$ cat src/rtl/mult_seq_ctrl.sv
// -----------------------------------------------------------------------------
// mult_seq_ctrl
//   Multi-cycle multiply controller for the execute stage. It accepts one
//   operation per start handshake and processes one DIGIT-bit slice of the
//   multiplier per cycle, using shift-add accumulation on operand magnitudes.
//   It then applies sign correction and returns the full product and the
//   selected 32-bit word. Latency is WIDTH/DIGIT + 1 cycles from the accept
//   edge.
//
// Ports
//   i_clk            clock, all state changes on rising edge
//   i_rst_n          asynchronous active-low reset
//   i_start          request, sampled only while o_busy = 0
//   i_op             00 MUL, 01 MULH (s x s), 10 MULHSU (s x u), 11 MULHU (u x u)
//   i_multiplicand   operand A (signed for MULH/MULHSU)
//   i_multiplier     operand B (signed for MULH)
//   o_busy           high from the accept edge until the result is registered
//   o_done           one-cycle pulse; o_result/o_product valid
//   o_result         low word for MUL, high word otherwise
//   o_product        full 2*WIDTH product under the opcode's signedness
// -----------------------------------------------------------------------------
module mult_seq_ctrl #(
    parameter int WIDTH = 32,
    parameter int DIGIT = 4
) (
    input  logic                 i_clk,
    input  logic                 i_rst_n,
    input  logic                 i_start,
    input  logic [1:0]           i_op,
    input  logic [WIDTH-1:0]     i_multiplicand,
    input  logic [WIDTH-1:0]     i_multiplier,
    output logic                 o_busy,
    output logic                 o_done,
    output logic [WIDTH-1:0]     o_result,
    output logic [2*WIDTH-1:0]   o_product
);

    localparam int NDIG  = WIDTH / DIGIT;
    localparam int CNT_W = (NDIG > 1) ? $clog2(NDIG) : 1;
    localparam int SEL_W = $clog2(WIDTH);

    typedef enum logic [1:0] {
        S_IDLE = 2'd0,
        S_CALC = 2'd1,
        S_FIX  = 2'd2
    } state_t;

    state_t               r_state;
    state_t               w_state_nxt;
    logic [1:0]           r_op;
    logic                 r_sa;
    logic                 r_sb;
    logic [WIDTH-1:0]     r_mag_a;
    logic [WIDTH-1:0]     r_mag_b;
    logic [2*WIDTH-1:0]   r_acc;
    logic [CNT_W-1:0]     r_cnt;
    logic                 r_busy;
    logic                 r_done;
    logic [WIDTH-1:0]     r_result;
    logic [2*WIDTH-1:0]   r_product;

    logic                 w_accept;
    logic                 w_last_digit;
    logic                 w_sa;
    logic                 w_sb;
    logic [WIDTH-1:0]     w_mag_a;
    logic [WIDTH-1:0]     w_mag_b;
    logic [SEL_W-1:0]     w_dsel;
    logic [DIGIT-1:0]     w_digit;
    logic [WIDTH+DIGIT-1:0] w_pp;
    logic [2*WIDTH-1:0]   w_pp_ext;
    logic [2*WIDTH-1:0]   w_fix_prod;

    // Sign flags and magnitudes of the incoming operands. The most-negative
    // value negates to itself, which is its correct unsigned magnitude.
    assign w_sa    = ((i_op == 2'b01) || (i_op == 2'b10)) && i_multiplicand[WIDTH-1];
    assign w_sb    = (i_op == 2'b01) && i_multiplier[WIDTH-1];
    assign w_mag_a = w_sa ? (~i_multiplicand + 1'b1) : i_multiplicand;
    assign w_mag_b = w_sb ? (~i_multiplier + 1'b1) : i_multiplier;

    assign w_accept     = (r_state == S_IDLE) && i_start;
    assign w_last_digit = (r_cnt == CNT_W'(NDIG - 1));

    // One WIDTH x DIGIT partial product per cycle, placed at the digit's weight.
    assign w_dsel   = SEL_W'(r_cnt) * SEL_W'(DIGIT);
    assign w_digit  = r_mag_b[w_dsel +: DIGIT];
    assign w_pp     = {{DIGIT{1'b0}}, r_mag_a} * {{WIDTH{1'b0}}, w_digit};
    assign w_pp_ext = {{(WIDTH-DIGIT){1'b0}}, w_pp} << w_dsel;

    assign w_fix_prod = (r_sa ^ r_sb) ? (~r_acc + 1'b1) : r_acc;

    always_comb begin
        w_state_nxt = r_state;
        case (r_state)
            S_IDLE:  if (i_start) w_state_nxt = S_CALC;
            S_CALC:  if (w_last_digit) w_state_nxt = S_FIX;
            S_FIX:   w_state_nxt = S_IDLE;
            default: w_state_nxt = S_IDLE;
        endcase
    end

    always_ff @(posedge i_clk or negedge i_rst_n) begin
        if (!i_rst_n) begin
            r_state <= S_IDLE;
        end else begin
            r_state <= w_state_nxt;
        end
    end

    always_ff @(posedge i_clk or negedge i_rst_n) begin
        if (!i_rst_n) begin
            r_op      <= '0;
            r_sa      <= 1'b0;
            r_sb      <= 1'b0;
            r_mag_a   <= '0;
            r_mag_b   <= '0;
            r_acc     <= '0;
            r_cnt     <= '0;
            r_busy    <= 1'b0;
            r_done    <= 1'b0;
            r_result  <= '0;
            r_product <= '0;
        end else begin
            r_done <= 1'b0;
            if (w_accept) begin
                r_op    <= i_op;
                r_sa    <= w_sa;
                r_sb    <= w_sb;
                r_mag_a <= w_mag_a;
                r_mag_b <= w_mag_b;
                r_acc   <= '0;
                r_cnt   <= '0;
                r_busy  <= 1'b1;
            end
            if (r_state == S_CALC) begin
                r_acc <= r_acc + w_pp_ext;
                r_cnt <= r_cnt + 1'b1;
            end
            if (r_state == S_FIX) begin
                r_product <= w_fix_prod;
                r_result  <= (r_op == 2'b00) ? w_fix_prod[WIDTH-1:0]
                                             : w_fix_prod[2*WIDTH-1:WIDTH];
                r_done    <= 1'b1;
                r_busy    <= 1'b0;
            end
        end
    end

    assign o_busy    = r_busy;
    assign o_done    = r_done;
    assign o_result  = r_result;
    assign o_product = r_product;

endmodule
$ cat config.mk
export PLATFORM = sky130hd
export DESIGN_NAME = mult_seq_ctrl
export DESIGN_NICKNAME = d
export VERILOG_FILES = /design/src/rtl/mult_seq_ctrl.sv
export SDC_FILE = /design/constraint.sdc
export NUM_CORES = 1
export LEC_CHECK = 0
export BUFFER_PORTS_ARGS = -buffer_cell sky130_fd_sc_hd__buf_2
export CORE_UTILIZATION = 29
export CTS_BUF_LIST = sky130_fd_sc_hd__clkbuf_8
export CTS_CLUSTER_SIZE = 25
export DETAILED_ROUTE_END_ITERATION = 16
export SYNTH_ARGS = -nofsm -noshare
export SYNTH_HDL_FRONTEND = slang
export SYNTH_SLANG_ARGS = --single-unit
$ cat constraint.sdc
create_clock -name i_clk -period 20.8 [get_ports i_clk]
set_input_delay 4.16 -clock i_clk [delete_from_list [all_inputs] [get_ports i_clk]]
set_output_delay 4.16 -clock i_clk [all_outputs]
set_load 0.005 [all_outputs]
==> results of run 1 <==
-- cell families (layout without fill, tap and decap cells) --
family	after synthesis	after routing	synth area share, %
buffers and inverters	286	415	5.129
adder cells (fa/ha/maj)	180	180	12.93
AND/OR/NAND/NOR	969	969	21.71
XOR/XNOR	206	206	8.609
other	0	3	0
flip-flops	235	235	28.06
multiplexers	49	49	2.908
AO/OA/AOI/OAI	727	727	20.65
-- layout make-up --
type                    instances  share of cell area, %
multi-input cells            2131                  59.54
flip-flops and latches        235                  24.92
well taps                     950                  5.034
repair buffers                184                  4.134
clock buffers                  51                  2.973
inverters                     155                  2.464
clock inverters                25                 0.9062
diodes                          3                0.03180
-- metrics by stage --
| step | hold slack (ns) | worst slack, ns | utilization, % | cell area [um2] | cells |
|---|---|---|---|---|---|
| final | 0.4707 | 11.58 | 33.03 | 23610 | 3734 |
| after global routing | 0.5030 | 10.88 | 33.02 | 23610 | 3733 |
| after CTS | 0.4736 | 11.73 | 33.02 | 23600 | 3731 |
| after detailed placement | 0.4579 | 11.71 | 31.74 | 22690 | 3655 |
| after global placement | 0.4553 | 11.72 | 31.74 | 22690 | 3655 |
| after floorplan | 0.4446 | 12.59 | - | 20960 | 2652 |
-- worst max-delay path: cells and delay by family (launching register included) --
family | cells | cell delay, ns
and+or+nand+nor | 5 | 1.01
muxes | 4 | 0.94
DFF | 1 | 0.99
buffers and inverters | 3 | 0.45
AOI/OAI and AO/OA | 13 | 3.69
adders and majority gates | 4 | 1.81
xor gates and xnor gates | 1 | 0.16
-- sequential cells by signal, indices dropped and copies added, names as in the netlist --
signal	count
r_cnt	3
r_acc	64
r_sa	1
o_done	1
o_busy	1
o_product	64
r_op	2
o_result	32
r_sb	1
r_mag_b	32
r_mag_a	32
r_state	2
-- path summary, 6_finish.rpt --
check                         startpoint  cells past startpoint  slack (ns)            end
max                             r_cnt[1]                     30       11.58      r_acc[58]
min                        o_product[47]                      2        0.47  o_product[47]
max reg2reg                     r_cnt[1]                     30       11.58      r_acc[58]
min reg2reg                o_product[47]                      2        0.47  o_product[47]
max in group asynchronous        i_rst_n                      3       14.94       r_cnt[1]
min in group asynchronous        i_rst_n                      1        3.57   o_product[2]
-- cells in the final DEF, fill, tap and decap left out, types with 44 or more instances in the layout --
cell / count
clkbuf_8: 51
a21o_1: 46
o21ai_0: 301
nand2_1: 455
xnor2_1: 119
buf_2: 165
nor2b_1: 99
ha_1: 119
a21oi_1: 172
fa_1: 61
dfrtp_1: 233
inv_1: 163
xor2_1: 85
nor3_1: 44
nor2_1: 159
-- per-layer routing --
layer | part of all wire (%) | global-route usage (%)
met5 | 0 | 0
met1 | 49 | 25.28
met2 | 44 | 27.35
met4 | 2.0 | 4.237
met3 | 5.4 | 2.396
==> results.sh, run 1 <==
export IMPL_grt_antenna_before_repair=3
export IMPL_synth_top_area_share_pct=28.06
export IMPL_fin_nets=2999
export IMPL_synth_most_common_cell="nand2_1"
export IMPL_cts_buffers=43
export IMPL_clkLatencyLatePin_ns=0.65
export IMPL_cp_slowest_cell="dfrtp_2"
export IMPL_hold_viol_final=0
export IMPL_initial_core_util_pct=29.32
export IMPL_dp_hpwl_um=51070
export IMPL_htree_levels=2
export IMPL_grt_pass1_wl_um=103900
export IMPL_rsz0062_at_grt="no"
export IMPL_skew_ns=0.04686
export IMPL_first_iter_violations=1359
export IMPL_dieHeight_um=270.8
export IMPL_cp_required_ns=21.32
export IMPL_core_area_um2=71490
export IMPL_slowest_delay_ns=0.99
export IMPL_grt_start_max_net_pins=117
export IMPL_crit_fanout=55
export IMPL_core_rowCount=98
export IMPL_io_buffers=166
export IMPL_ioPinCount=167
export IMPL_grt_pass1_vias=18450
export IMPL_period_share_pct=44.32
export IMPL_die_w_um=270.8
export IMPL_ff_latch_area_um2=5883
export IMPL_synth_edf_count=0
export IMPL_ys_seq_elements=235
export IMPL_wl_um=64840
export IMPL_postCtsSetupRepairBufs=0
export IMPL_worst_pin_slew_ns=1.124
export IMPL_place_gp_congestion=0.9676
export IMPL_setup_violations=0
export IMPL_async_reset_ff_share_pct=100.0
export IMPL_clock_fmax_ghz=0.1085
export IMPL_cts_sinks=235
export IMPL_syn2layout_area_growth_pct=12.66
export IMPL_design_die_area_um2=73340
export IMPL_viasPerCell=5.073
export IMPL_cp_arrival_ns=9.74
export IMPL_setup_tns_ns=0
export IMPL_gr_total_overflow=0
export IMPL_multi_input_area_um2=14060
export IMPL_drt_pass1_iterations=5
export IMPL_path_class="flop to flop"
export IMPL_syn_cell_area_um2=20960
export IMPL_n_fill_cell=7675
export IMPL_synth_area_leaders="dfrtp_1, nand2_1, o21ai_0"
export IMPL_synthDistinctLibCells=81
export IMPL_startpoint_type="flop"
export IMPL_cts_hold_buf=0
export IMPL_grt_use_total_pct=17.52
export IMPL_avgSynthCellArea_um2=7.902
export IMPL_drc=0
export IMPL_ctsResizeCount=0
export IMPL_maxSlewViolCount=0
export IMPL_status="finished, final reports clean"
export IMPL_synthTopCellsByCount="nand2_1, o21ai_0, dfrtp_1"
export IMPL_drive_above_1_share_pct=11.29
export IMPL_clk_path_buf_depth=3
export IMPL_wl_per_cell_um=17.37
export IMPL_synth_ff_type="dfrtp_1"
export IMPL_synth_cells=2652
export IMPL_synth_nets=2901
export IMPL_yosys_warnings=0
export IMPL_yosysTopAreaCell="dfrtp_1"
export IMPL_holdCritPathClass="flop to flop"
export IMPL_ys_seq_area_share_pct=28.06
export IMPL_clk_pin_slew_ns=0.06
export IMPL_clock_root_buffer="clkbuf_8"
export IMPL_drv_cap=0
export IMPL_maxSlewHeadroom_pct=24.88
export IMPL_num_vias=18940
export IMPL_ant_nets=0
export IMPL_cp_end_kind="flop"
export IMPL_timing_final_crit_period_ns=9.219
export IMPL_cts_tree="yes"
Power of run 1 is not shown: default switching activity piles up to over one toggle a cycle in this logic, so the estimate is an artifact.
==> inputs of run 2 (changes only) <==
==> constraint.sdc (replaced) <==
create_clock -name i_clk -period 8.8 [get_ports i_clk]
set_input_delay 1.76 -clock i_clk [delete_from_list [all_inputs] [get_ports i_clk]]
set_output_delay 1.76 -clock i_clk [all_outputs]
set_load 0.005 [all_outputs]
==> run 2 against run 1 <==
  * Clock skew up 0.035 ns
  * Flip-flop and latch count unchanged
  * Global-route usage down 0.29 points
  * Wire length down 1.2%
  * Non-clock buffer count up 11
  * Die area unchanged
  * First-iteration DRC count down 3.7%
  * Maximum frequency up 11%
  * Cell area up 0.74%
  * Largest cell class unchanged
==> results.sh, run 2 (synthesis gave the netlist of run 1 again) <==
export IMPL_clk_path_buf_depth=3
export IMPL_place_gp_congestion=0.9610
export IMPL_skew_ns=0.08139
export IMPL_slowest_delay_ns=0.58
export IMPL_worst_pin_slew_ns=1.086
export IMPL_dp_hpwl_um=50180
export IMPL_initial_core_util_pct=29.32
export IMPL_fin_nets=3010
export IMPL_status="finished, final reports clean"
export IMPL_grt_pass1_wl_um=102800
export IMPL_startpoint_type="flop"
export IMPL_io_buffers=166
export IMPL_clock_root_buffer="clkbuf_8"
export IMPL_wl_per_cell_um=17.10
export IMPL_clock_fmax_ghz=0.1207
export IMPL_maxSlewViolCount=0
export IMPL_cp_required_ns=9.27
export IMPL_crit_family="compound AO/OA/AOI/OAI gates"
export IMPL_grt_pass1_vias=18210
export IMPL_setup_violations=0
export IMPL_cts_buffers=43
export IMPL_mostFrequentLayoutCell="nand2_1"
export IMPL_period_share_pct=94.15
export IMPL_drc=0
export IMPL_die_w_um=270.8
export IMPL_timing_final_crit_period_ns=8.285
export IMPL_ant_nets=0
export IMPL_grt_start_max_net_pins=136
export IMPL_cp_arrival_ns=8.76
export IMPL_cts_sinks=235
export IMPL_grt_antenna_before_repair=3
export IMPL_drt_pass1_iterations=5
export IMPL_cp_end_kind="flop"
export IMPL_core_rowCount=98
export IMPL_drv_cap=0
export IMPL_worst_path_buf_inv=4
export IMPL_crit_fanout=22
export IMPL_first_iter_violations=1309
export IMPL_num_vias=19070
export IMPL_path_class="flop to flop"
export IMPL_drive_above_1_share_pct=11.74
export IMPL_htree_levels=2
export IMPL_viasPerCell=5.090
export IMPL_wl_um=64070
export IMPL_dieHeight_um=270.8
export IMPL_hold_viol_final=0
export IMPL_grt_use_total_pct=17.23
export IMPL_mostFrequentLayoutCells="nand2_1, o21ai_0, dfrtp_1, a21oi_1, inv_1"
export IMPL_setup_tns_ns=0
export IMPL_rsz0062_at_grt="no"
export IMPL_cts_tree="yes"
export IMPL_maxSlewHeadroom_pct=27.61
export IMPL_gr_total_overflow=0
export IMPL_cp_slowest_cell="a2111oi_0"
export IMPL_clk_pin_slew_ns=0.06
export IMPL_design_die_area_um2=73340
export IMPL_core_area_um2=71490
export IMPL_holdCritPathClass="flop to flop"
export IMPL_syn2layout_area_growth_pct=13.50
export IMPL_ioPinCount=167
export IMPL_fin_hold_ws_ns=0.4702
export IMPL_clkLatencyLatePin_ns=0.68
[run 2: changes by cell type in the layout (fill, tap and decap cells not counted), sizes merged]
cell / previous run / this run
buf: 184 / 195
clkinvlp: 1 / 2
inv: 167 / 170
clkinv: 9 / 7
diode: 3 / 1
bufinv: 3 / 4
[run 2: metrics by stage]
| step | util [%] | setup slack (ns) | std cells | instance area (um2) |
|---|---|---|---|---|
| 4_1_cts | 33.20 | 0.2807 | 3744 | 23730 |
| 3_5_place_dp | 31.86 | 0.2971 | 3665 | 22770 |
| 5_1_grt | 33.27 | 0.02437 | 3746 | 23790 |
| 6_report | 33.27 | 0.5147 | 3746 | 23790 |
| 2_1_floorplan | - | 0.5926 | 2652 | 20960 |
| 3_3_place_gp | 31.86 | 0.4920 | 3665 | 22770 |
[run 2: repair_timing]
item,4_1_cts,5_1_grt
buffers inserted,0,1
setup endpoints to repair,0,9
resized for setup,0,12
hold buffers,0,0
[run 2: final timing paths]
path                            endpoint  slack (ns)     startpoint  depth (start not counted)
hold reg to reg            o_product[60]        0.47  o_product[60]                          2
hold / removal             o_product[60]        0.47  o_product[60]                          2
max in group asynchronous       r_cnt[0]        6.35        i_rst_n                          2
setup reg to reg               r_acc[53]        0.51       r_cnt[0]                         31
min in group asynchronous  o_product[42]        1.17        i_rst_n                          1
setup / recovery               r_acc[53]        0.51       r_cnt[0]                         31
[run 2: worst register-to-register path: cells and delay by family, from the launching register on]
family                   cells  cell delay (ns)
flip-flops                   1             0.51
adder cells (fa/ha/maj)      4             1.77
AND/OR/NAND/NOR              3             0.42
multiplexers                 3             1.06
XOR/XNOR                     2             0.58
buffers and inverters        4             0.51
AO/OA/AOI/OAI               15             3.28
[run 2: metal layers]
metal / share of wire, % / GRT usage, %
met1: 49 / 24.98
met4: 2.6 / 5.025
met2: 43 / 25.93
met3: 5.9 / 2.938
met5: 0.020 / 0
[run 2: layout make-up]
type	instances	area, um2
clock inverters	28	255.2
repair buffers	195	1082
flip-flops and latches	235	5883
clock buffers	51	701.9
multi-input cells	2131	14090
well taps	950	1189
fillers	7586	47700
diodes	1	2.502
inverters	155	581.8
Power of run 2 is left out for the same reason.
==> inputs of run 3 (changes only) <==
--- a/config.mk
+++ b/config.mk
@@ -5,11 +5,11 @@
 export SDC_FILE = /design/constraint.sdc
 export NUM_CORES = 1
 export LEC_CHECK = 0
-export BUFFER_PORTS_ARGS = -buffer_cell sky130_fd_sc_hd__buf_2
 export CORE_UTILIZATION = 29
 export CTS_BUF_LIST = sky130_fd_sc_hd__clkbuf_8
 export CTS_CLUSTER_SIZE = 25
 export DETAILED_ROUTE_END_ITERATION = 16
+export DONT_BUFFER_PORTS = 1
 export SYNTH_ARGS = -nofsm -noshare
 export SYNTH_HDL_FRONTEND = slang
 export SYNTH_SLANG_ARGS = --single-unit
==> run 3 against run 2 <==
  * Register-to-register slack improved by 0.02 ns
  * Critical path depth fell by 2
  * Cell area fell by 3.8%
  * Hold slack improved by 0.012 ns
  * Clock-buffer cell count rose by 1
  * Clock skew fell by 0.038 ns
  * Critical endpoint is now r_acc[62]
  * Utilization fell by 1.2 points
==> results.sh, run 3 (synthesis gave the netlist of run 1 again) <==
export IMPL_grt_use_total_pct=17.32
export IMPL_grt_start_max_net_pins=236
export IMPL_syn2layout_area_growth_pct=9.242
export IMPL_drt_pass1_iterations=5
export IMPL_drv_cap=0
export IMPL_worst_path_stages=29
export IMPL_cts_sinks=235
export IMPL_n_fill_cell=7629
export IMPL_min_path_cells=2
export IMPL_design_die_area_um2=73340
export IMPL_maxSlewViolCount=0
export IMPL_r2r_start="r_cnt[0]"
export IMPL_clock_fmax_ghz=0.1211
export IMPL_crit_fanout=19
export IMPL_core_area_um2=71490
export IMPL_rsz0062_at_grt="no"
export IMPL_cts_tree="yes"
export IMPL_mostFrequentLayoutCells="nand2_1, o21ai_0, dfrtp_1, a21oi_1, inv_1"
export IMPL_grt_antenna_before_repair=1
export IMPL_ctsResizeCount=0
export IMPL_drive_above_1_share_pct=6.133
export IMPL_period_share_pct=93.87
export IMPL_crit_family="compound AO/OA/AOI/OAI gates"
export IMPL_slowest_delay_ns=0.58
export IMPL_startpoint_type="flop"
export IMPL_core_rowCount=98
export IMPL_skew_ns=0.04323
export IMPL_clk_path_buf_depth=3
export IMPL_rr_worst_depth=29
export IMPL_dieHeight_um=270.8
export IMPL_clock_root_buffer="clkbuf_8"
export IMPL_wl_um=64150
export IMPL_gr_total_overflow=0
export IMPL_htree_levels=2
export IMPL_first_iter_violations=1292
export IMPL_postCtsSetupRepairBufs=0
export IMPL_hold_end="r_mag_b[0]"
export IMPL_ioPinCount=167
export IMPL_r2r_setup_slack_ns=0.54
export IMPL_cts_hold_buf=0
export IMPL_cts_buffers=44
export IMPL_worst_path_buf_inv=4
export IMPL_holdCritPathClass="flop to flop"
export IMPL_status="finished, final reports clean"
export IMPL_mostFrequentLayoutCell="nand2_1"
export IMPL_setup_violations=0
export IMPL_fin_nets=2844
export IMPL_min_delay_start="r_mag_b[0]"
export IMPL_fin_hold_ws_ns=0.4821
export IMPL_utilization_pct=32.02
export IMPL_grt_pass1_wl_um=102600
export IMPL_path_class="flop to flop"
export IMPL_maxSlewHeadroom_pct=26.95
export IMPL_place_gp_congestion=0.9791
export IMPL_wl_per_cell_um=17.94
export IMPL_timing_final_crit_period_ns=8.261
export IMPL_hold_viol_final=0
export IMPL_num_vias=18380
export IMPL_initial_core_util_pct=29.32
export IMPL_cp_slowest_cell="o311ai_1"
export IMPL_cp_end_kind="flop"
export IMPL_dp_hpwl_um=50110
export IMPL_grt_pass1_vias=17930
export IMPL_io_buffers=0
export IMPL_cp_required_ns=9.29
export IMPL_viasPerCell=5.138
export IMPL_drc=0
export IMPL_setup_tns_ns=0
export IMPL_cp_arrival_ns=8.75
export IMPL_clkLatencyLatePin_ns=0.64
export IMPL_clk_pin_slew_ns=0.06
export IMPL_die_w_um=270.8
export IMPL_ant_nets=0
export IMPL_worst_pin_slew_ns=1.096
export IMPL_timing_rr_end="r_acc[62]"
run 3: cell count changes in the layout (fill, tap and decap cells not counted), moves of 2 or more:
cell and change:
clkinv_8 -2, buf_2 -165, buf_4 +2, buf_6 -3, inv_1 -2
run 3: worst min-delay path, stage by stage, from the launching register on:
cell	delay, ns
dfrtp_1	0.34
nand2_1	0.04
o21ai_0	0.06
run 3: final cells by class:
type / instances / area (um2) / area share (%)
clock inverter: 24 / 202.7 / 0.8854
inverter: 155 / 581.8 / 2.541
multi-input combinational: 2131 / 14100 / 61.57
sequential: 235 / 5883 / 25.70
tap: 950 / 1189 / 5.192
clock buffer: 52 / 715.7 / 3.126
antenna: 1 / 2.502 / 0.01093
timing repair buffer: 28 / 222.7 / 0.9728
run 3: worst max path at each step:
stage | startpoint | endpoint | slack [ns]
6_report | r_cnt[0] | r_acc[62] | 0.54
5_1_grt | r_cnt[0] | r_acc[59] | 0.03
4_1_cts | r_cnt[0] | r_acc[57] | 0.22
3_5_place_dp | r_cnt[0] | r_acc[57] | 0.24
3_3_place_gp | r_cnt[0] | r_acc[57] | 0.39
2_1_floorplan | r_cnt[0] | r_acc[57] | 0.59
run 3: routing by layer:
metal / track usage [%] / wire length (um) / vias up
li1: - / - / 9068
met1: 23.98 / 29840 / 8694
met2: 26.86 / 27860 / 509
met3: 3.710 / 4751 / 104
met4: 5.085 / 1705 / 0
met5: 0 / 0 / -
run 3: metrics by stage:
step	setup WS [ns]	area, um2	std cells
2_1_floorplan	0.5926	20960	2652
3_3_place_gp	0.3904	21930	3499
3_5_place_dp	0.2386	21930	3499
4_1_cts	0.2198	22850	3575
5_1_grt	0.03444	22890	3576
6_report	0.5392	22890	3576
Power of run 3 is left out for the same reason.
